<file path="config.mk">
export PLATFORM = sky130hd
export DESIGN_NAME = convolution_engine
export DESIGN_NICKNAME = d
export VERILOG_FILES = /design/src/rtl/convolution_engine.sv
export SDC_FILE = /design/constraint.sdc
export NUM_CORES = 1
export LEC_CHECK = 0
export CAP_MARGIN = 20
export CORE_UTILIZATION = 52
export CTS_CLUSTER_SIZE = 25
export DETAILED_ROUTE_END_ITERATION = 8
export PLACE_DENSITY = 0.7
export SYNTH_ARGS = -nofsm -noshare
export SYNTH_HDL_FRONTEND = slang
export SYNTH_SLANG_ARGS = --single-unit
export TNS_END_PERCENT = 10
</file>
<file path="constraint.sdc">
create_clock -name clk -period 2.3 [get_ports clk]
set_input_delay 0.46 -clock clk [delete_from_list [all_inputs] [get_ports clk]]
set_output_delay 0.46 -clock clk [all_outputs]
set_load 0.02 [all_outputs]
</file>
<file path="src/rtl/convolution_engine.sv">
// Convolution engine: 3x3 Sobel-x kernel slid over a fixed 8x8 ramp image.
// The 36 results land in a write-only result RAM; done goes high once the
// last pixel is stored and stays high until reset.
//
// state | meaning
// ------+-----------------------------------------------------------
// IDLE  | first run edge: clear accumulator, row, col and tap index
// MAC   | one multiply-accumulate per edge, taps 0..8
// STORE | write the accumulator to RAM[6*row+col], advance the pixel
// DONE  | terminal; done held high, no further RAM writes
module convolution_engine (
  input  logic clk,
  input  logic rst,
  output logic done
);

  typedef enum logic [1:0] {
    IDLE  = 2'd0,
    MAC   = 2'd1,
    STORE = 2'd2,
    DONE  = 2'd3
  } state_t;

  localparam logic [3:0] LAST_TAP = 4'd8;
  localparam logic [2:0] LAST_IDX = 3'd5;

  state_t state;
  state_t state_next;

  logic [2:0]         row;
  logic [2:0]         col;
  logic [3:0]         tap;
  logic signed [19:0] acc;

  // Result RAM, write-only from the datapath; observed hierarchically.
  logic signed [19:0] result_ram [0:35];

  // FSM control strobes
  logic ctl_init;
  logic ctl_mac;
  logic ram_we;
  logic last_pixel;

  // Tap decode and ROM outputs
  logic [1:0]         tap_m;
  logic [1:0]         tap_n;
  logic [2:0]         pix_row;
  logic [2:0]         pix_col;
  logic [5:0]         pix_addr;
  logic signed [7:0]  pixel;
  logic signed [7:0]  coef;
  logic signed [15:0] prod;
  logic [5:0]         ram_addr;

  assign last_pixel = (row == LAST_IDX) && (col == LAST_IDX);

  // Split the tap index into kernel row/column without a divider.
  always_comb begin
    tap_m = 2'd0;
    tap_n = 2'd0;
    case (tap)
      4'd0: begin tap_m = 2'd0; tap_n = 2'd0; end
      4'd1: begin tap_m = 2'd0; tap_n = 2'd1; end
      4'd2: begin tap_m = 2'd0; tap_n = 2'd2; end
      4'd3: begin tap_m = 2'd1; tap_n = 2'd0; end
      4'd4: begin tap_m = 2'd1; tap_n = 2'd1; end
      4'd5: begin tap_m = 2'd1; tap_n = 2'd2; end
      4'd6: begin tap_m = 2'd2; tap_n = 2'd0; end
      4'd7: begin tap_m = 2'd2; tap_n = 2'd1; end
      4'd8: begin tap_m = 2'd2; tap_n = 2'd2; end
      default: begin tap_m = 2'd0; tap_n = 2'd0; end
    endcase
  end

  // Row/col never exceed 5 and m/n never exceed 2, so the sums fit in
  // three bits and the image address never leaves 0..63.
  assign pix_row  = row + {1'b0, tap_m};
  assign pix_col  = col + {1'b0, tap_n};
  assign pix_addr = {pix_row, pix_col};

  // Image ROM: pixel(r,c) = 8*r + c, which is exactly the 6-bit address.
  assign pixel = signed'({2'b00, pix_addr});

  // Kernel ROM: Sobel-x, row-major, no flip.
  always_comb begin
    coef = 8'sd0;
    case (tap)
      4'd0: coef =  8'sd1;
      4'd1: coef =  8'sd0;
      4'd2: coef = -8'sd1;
      4'd3: coef =  8'sd2;
      4'd4: coef =  8'sd0;
      4'd5: coef = -8'sd2;
      4'd6: coef =  8'sd1;
      4'd7: coef =  8'sd0;
      4'd8: coef = -8'sd1;
      default: coef = 8'sd0;
    endcase
  end

  assign prod     = pixel * coef;
  assign ram_addr = ({3'b000, row} * 6'd6) + {3'b000, col};

  // State register with synchronous active-low reset.
  always_ff @(posedge clk) begin
    if (!rst) begin
      state <= IDLE;
    end else begin
      state <= state_next;
    end
  end

  // Next-state and control strobes.
  always_comb begin
    state_next = state;
    ctl_init   = 1'b0;
    ctl_mac    = 1'b0;
    ram_we     = 1'b0;
    case (state)
      IDLE: begin
        ctl_init   = 1'b1;
        state_next = MAC;
      end
      MAC: begin
        ctl_mac = 1'b1;
        if (tap == LAST_TAP) begin
          state_next = STORE;
        end
      end
      STORE: begin
        ram_we     = 1'b1;
        state_next = last_pixel ? DONE : MAC;
      end
      DONE: begin
        state_next = DONE;
      end
      default: begin
        state_next = IDLE;
      end
    endcase
  end

  // Accumulator, tap counter, pixel position and sticky done flag.
  always_ff @(posedge clk) begin
    if (!rst) begin
      acc  <= '0;
      tap  <= '0;
      row  <= '0;
      col  <= '0;
      done <= 1'b0;
    end else if (ctl_init) begin
      acc <= '0;
      tap <= '0;
      row <= '0;
      col <= '0;
    end else if (ctl_mac) begin
      acc <= acc + {{4{prod[15]}}, prod};
      tap <= tap + 4'd1;
    end else if (ram_we) begin
      acc <= '0;
      tap <= '0;
      if (last_pixel) begin
        done <= 1'b1;
      end else if (col == LAST_IDX) begin
        col <= '0;
        row <= row + 3'd1;
      end else begin
        col <= col + 3'd1;
      end
    end
  end

  // Result RAM write port; contents survive reset, reset blocks the write.
  always_ff @(posedge clk) begin
    if (rst && ram_we) begin
      result_ram[ram_addr] <= acc;
    end
  end

endmodule

</file>
Yosys cells after proc, flatten, opt, wreduce, memory -nomap -nowiden
Index checks and enable logic that the tools add are counted.
- logic and storage cells: 35
- register bits: 13
- input bits: 2
- output and inout port bits: 1
- bitwise logic cells: 4
- muxes and demuxes: 9
- reduce and logical (&&, ||, !) cells: 7
- eq/ne operators: 7
- add/subtract/negate cells: 3
- operators with widths (kind ; number):
    4-bit 2-to-1 mux ; 2
    2-bit case mux with 4 select lines ; 1
    4-bit AND reduction ; 2
    3-bit by 1-bit adder with 3-bit output (second input constant) ; 2
    3-bit == test (second input constant) ; 2
    4-bit by 1-bit adder with 4-bit output (second input constant) ; 1
    2-bit == test (second input constant) ; 2
    4-bit == test (second input constant) ; 1
    2-bit 2-to-1 mux ; 2
    1-bit inverter ; 4
    1-bit 2-to-1 mux ; 3
    3-bit 2-to-1 mux ; 1
    3-bit AND reduction ; 1
    2-bit by 1-bit == test with 1-bit output (second input constant) ; 1
    2-bit logical NOT ; 1
    2-bit inequality test (second input constant) ; 1
    2-bit nonzero test ; 1
    2-bit OR reduction ; 1
    1-bit logical AND ; 1

Depth between registers and ports, before layout
- word-level depth: 4
- depth in mapped cells: 6
- depth with buffers taken out: 5

Least setup slack after synthesis
No wires, ideal clock.
- kind: register to register
- start point: register state[1]
- end point: register row[0]
- setup time: 121 ps
- arrival time: 1336 ps
- buffers on the path: 0
- stages on the path, launching flop included: 6
- required time: 2179 ps
- slack: 843 ps
- period minus slack after synthesis: 1457 ps
- path through: dfxtp_1 > inv_1 > ha_1 > and2b_4 > nand4_2 > mux2_4
- cells in the longest elaborated chain, start to end: 4
- elaborated cells between the ends (all ways): 9
- those cells by class: eq/ne (2); mux (3); bitwise (1); reduce/logical (3)
- ends and longest elaborated chain (element ; RTL line ; source):
    start, declared ; 27 ; state_t state;
    start signal, assigned ; 109 ; state <= state_next;
    2-bit by 1-bit == test with 1-bit output ; 119 ; case (state)
    1-bit 2-to-1 mux ; 119 ;
    1-bit inverter (no line) ; -- ;
    4-bit AND reduction (no line) ; -- ;
    end signal, assigned ; 166 ; row <= row + 3'd1;
    end, declared ; 30 ; logic [2:0] row;
Several ways; a longest one is shown, not always the timed one.
A chain may end at the register's enable or synchronous reset.

Worst setup path after layout
- start point: register state[1]
- end point: register row[1]
The elaborated chain is that of the path after synthesis.

==> impl_metrics.toml <==
[global_routing]
grt_start_max_net_pins = 14
antenna_found_initial = 0
grt_use_total = 0.1672
grt_pass1_vias = 421
grt_pass1_wl_um = 1738
grt_remaining_overflow = 0

[critical_path]
critical_path_class = "reg2reg"
max_stage_delay_ns = 0.38
critical_path.top_delay_family = "simple AND/OR/NAND/NOR gates"
critPathCaptureType = "flop"
critPathBufInv = 1
cp.arrival_ns = 1.89
reg2reg_from = "state[1]"
cp_max_fo = 13
worstPathRequired_ns = 2.47
crit_chain = "inv_1 -> ha_1 -> and2b_4 -> nand4_2 -> mux2_4"
rr_worst_depth = 5
critPathSlowestCell = "dfxtp_1"
cp-start-kind = "flop"
regToRegSetupSlack_ns = 0.58
r2r_end = "row[1]"

[placed_design]
dp.cells = 98
place_hpwl_um = 845.5
io_buffers = 2
routabilityCongestion = 0.6856

[power]
swShare = 0.3353
p_comb_frac = 0.289
power.internal_mw = 0.3736
irDropWorstVdd_mv = 0.4224
p_leak_nw = 0.3356
p_switching_mw = 0.1885
p_seq_frac = 0.455
power_density_nw_per_um2 = 684.7
pwr-share-clk = 0.256

[floorplan]
die_h_um = 40.53
boundaryPins = 3
dieArea_um2 = 1643
fp.dieW_um = 40.53
start_util = 0.5788
fp-row-count = 13
core-area_um2 = 1334

[layout]
antenna_cells = 0
fin_cells = 102
layout.nets = 99
fill_cells = 119
final_common_cell = "dfxtp_1"
final_cell_mix = "dfxtp_1 (13), ha_1 (9), inv_1 (7), a21oi_1 (6), nor2_1 (6)"
areaGrowthSynthToFinish_pct = 6.321
fin_util = 0.6154
drive_above_1_share = 0.1034

[worst_hold_path]
holdCritStartpoint = "done"
worstHoldPathCells = 1
min-delay-path-class = "reg2reg"
whs_endpoint = "done"

[timing]
fmax_ghz = 0.5827
slew_headroom = 0.6947
min_period_ns = 1.716
finalSetupTns_ns = 0
post-route-period-util = 0.7462
finalSetupViolCount = 0
hold_violations = 0
clock_skew_ns = 0.0006773
worst_slew_pin_slew_ns = 0.4580
rsz0062_at_grt = "false"
maxSlewViolCount = 0

[clocking]
cts.sinks = 13
cts_max_level = 1
post_cts_resized = 0
cts_tree = "built"
post_cts_buffers = 0
postCtsHoldBufs = 0
clkTransAtPathRegs_ns = 0.08
cts_buffers = 3
clk_latency_ns = 0.28
clk_path_buf_depth = 2
root_buffer = "clkbuf_4"

[job]
maxCapViolations = 0

[yosys]
synth_nets = 94
synth_seq_cells = 13
syn_inst = 83
ys_seq_area_frac = 0.3371
yosysWarningCount = 0
ys_types = 30
synthesis.area_um2 = 772.0
syn-mean-instance-area_um2 = 9.301

[routing]
drt_pre_antenna_iters = 4
drt_iter0_drc = 16
drc = 0
num_vias = 586
vias_per_cell = 5.745
wl_per_cell_um = 11.84
ant_nets = 0
wl_um = 1208

[status]
status = "finished, final reports clean"
## cell families (layout without fill, tap and decap cells)
family                     after synthesis  count (layout)  synth area share
muxes                                    2               2           0.03890
and+or+nand+nor                         32              32            0.2723
buffers and inverters                    9              13           0.05510
adders and majority gates                9               9            0.1459
DFF                                     13              13            0.3371
AOI/OAI and AO/OA                       18              18            0.1507
## layout make-up
cell class	instances	area [µm²]	share of cell area
Clock buffer	4	26.28	0.03201
Inverter	7	26.28	0.03201
Multi-Input combinational cell	61	469.2	0.5716
Sequential cell	13	260.3	0.3171
Tap cell	15	18.77	0.02287
Timing Repair Buffer	2	20.02	0.02439
## metrics by stage
step                      total power, mW  instance area (µm²)  worst slack, ns  hold WS, ns
after floorplan                    0.4060                772.0           0.8426       0.4653
after global placement             0.4240                794.5           0.5519       0.4533
after detailed placement           0.4227                794.5           0.5281       0.4567
after CTS                          0.5690                820.8           0.5882       0.4764
after global routing               0.6026                820.8           0.5020       0.5078
final                              0.5620                820.8           0.5838       0.4724
## flip-flops by register name, indices dropped and copies added (netlist names)
signal	cells
tap	4
row	3
col	3
state	2
done	1
## worst max-delay path by stage
| stage | startpoint | end | slack (ns) | cells after the start |
|---|---|---|---|---|
| CTS | state[1] | row[1] | 0.59 | 5 |
| detailed placement | rst | row[1] | 0.53 | 4 |
| finish | state[1] | row[1] | 0.58 | 5 |
| floorplan | state[1] | row[0] | 0.84 | 5 |
| global placement | rst | row[0] | 0.55 | 4 |
| global route | state[1] | row[1] | 0.50 | 5 |
## power groups by stage
stage          Clock (mW)  Sequential (mW)  Combinational [mW]
2_1_floorplan           0            0.257               0.149
3_3_place_gp            0            0.261               0.163
3_5_place_dp            0            0.261               0.162
4_1_cts             0.150            0.255               0.163
5_1_grt             0.161            0.259               0.183
6_report            0.144            0.256               0.162
## synth_stat cells
cell type | instances | area, µm²
o21a_1 | 2 | 15.01
o31a_1 | 1 | 8.760
and3b_1 | 3 | 26.28
nand3b_1 | 3 | 22.52
nand2b_1 | 1 | 6.260
or3_1 | 2 | 12.51
nand2_1 | 5 | 18.77
nand3_1 | 3 | 15.01
buf_6 | 1 | 11.26
buf_2 | 1 | 5.000
nand4_2 | 1 | 12.51
ha_1 | 9 | 112.6
a21oi_1 | 6 | 30.03
and2b_4 | 1 | 10.01
and4b_1 | 1 | 10.01
dfxtp_1 | 13 | 260.3
nand4b_1 | 1 | 8.760
inv_1 | 7 | 26.28
nor2b_1 | 1 | 6.260
a211oi_2 | 1 | 12.51
mux2_4 | 2 | 30.03
a211oi_1 | 1 | 7.510
o2bb2ai_1 | 1 | 8.760
a31oi_1 | 3 | 18.77
nor4bb_1 | 1 | 10.01
nor2_1 | 6 | 22.52
o21ai_0 | 3 | 15.01
and3_1 | 1 | 6.260
and2b_1 | 1 | 7.510
nand4b_2 | 1 | 15.01
## routing by layer
| layer | vias to the layer above | share of wire | global-route usage |
|---|---|---|---|
| met4 | 0 | 0.014 | 0.07500 |
| met1 | 269 | 0.49 | 0.1953 |
| met3 | 2 | 0.043 | 0.08333 |
| li1 | 307 | - | - |
| met5 | - | 0 | 0 |
| met2 | 8 | 0.45 | 0.2540 |
No activity file was read; power rests on OpenSTA's default activity.
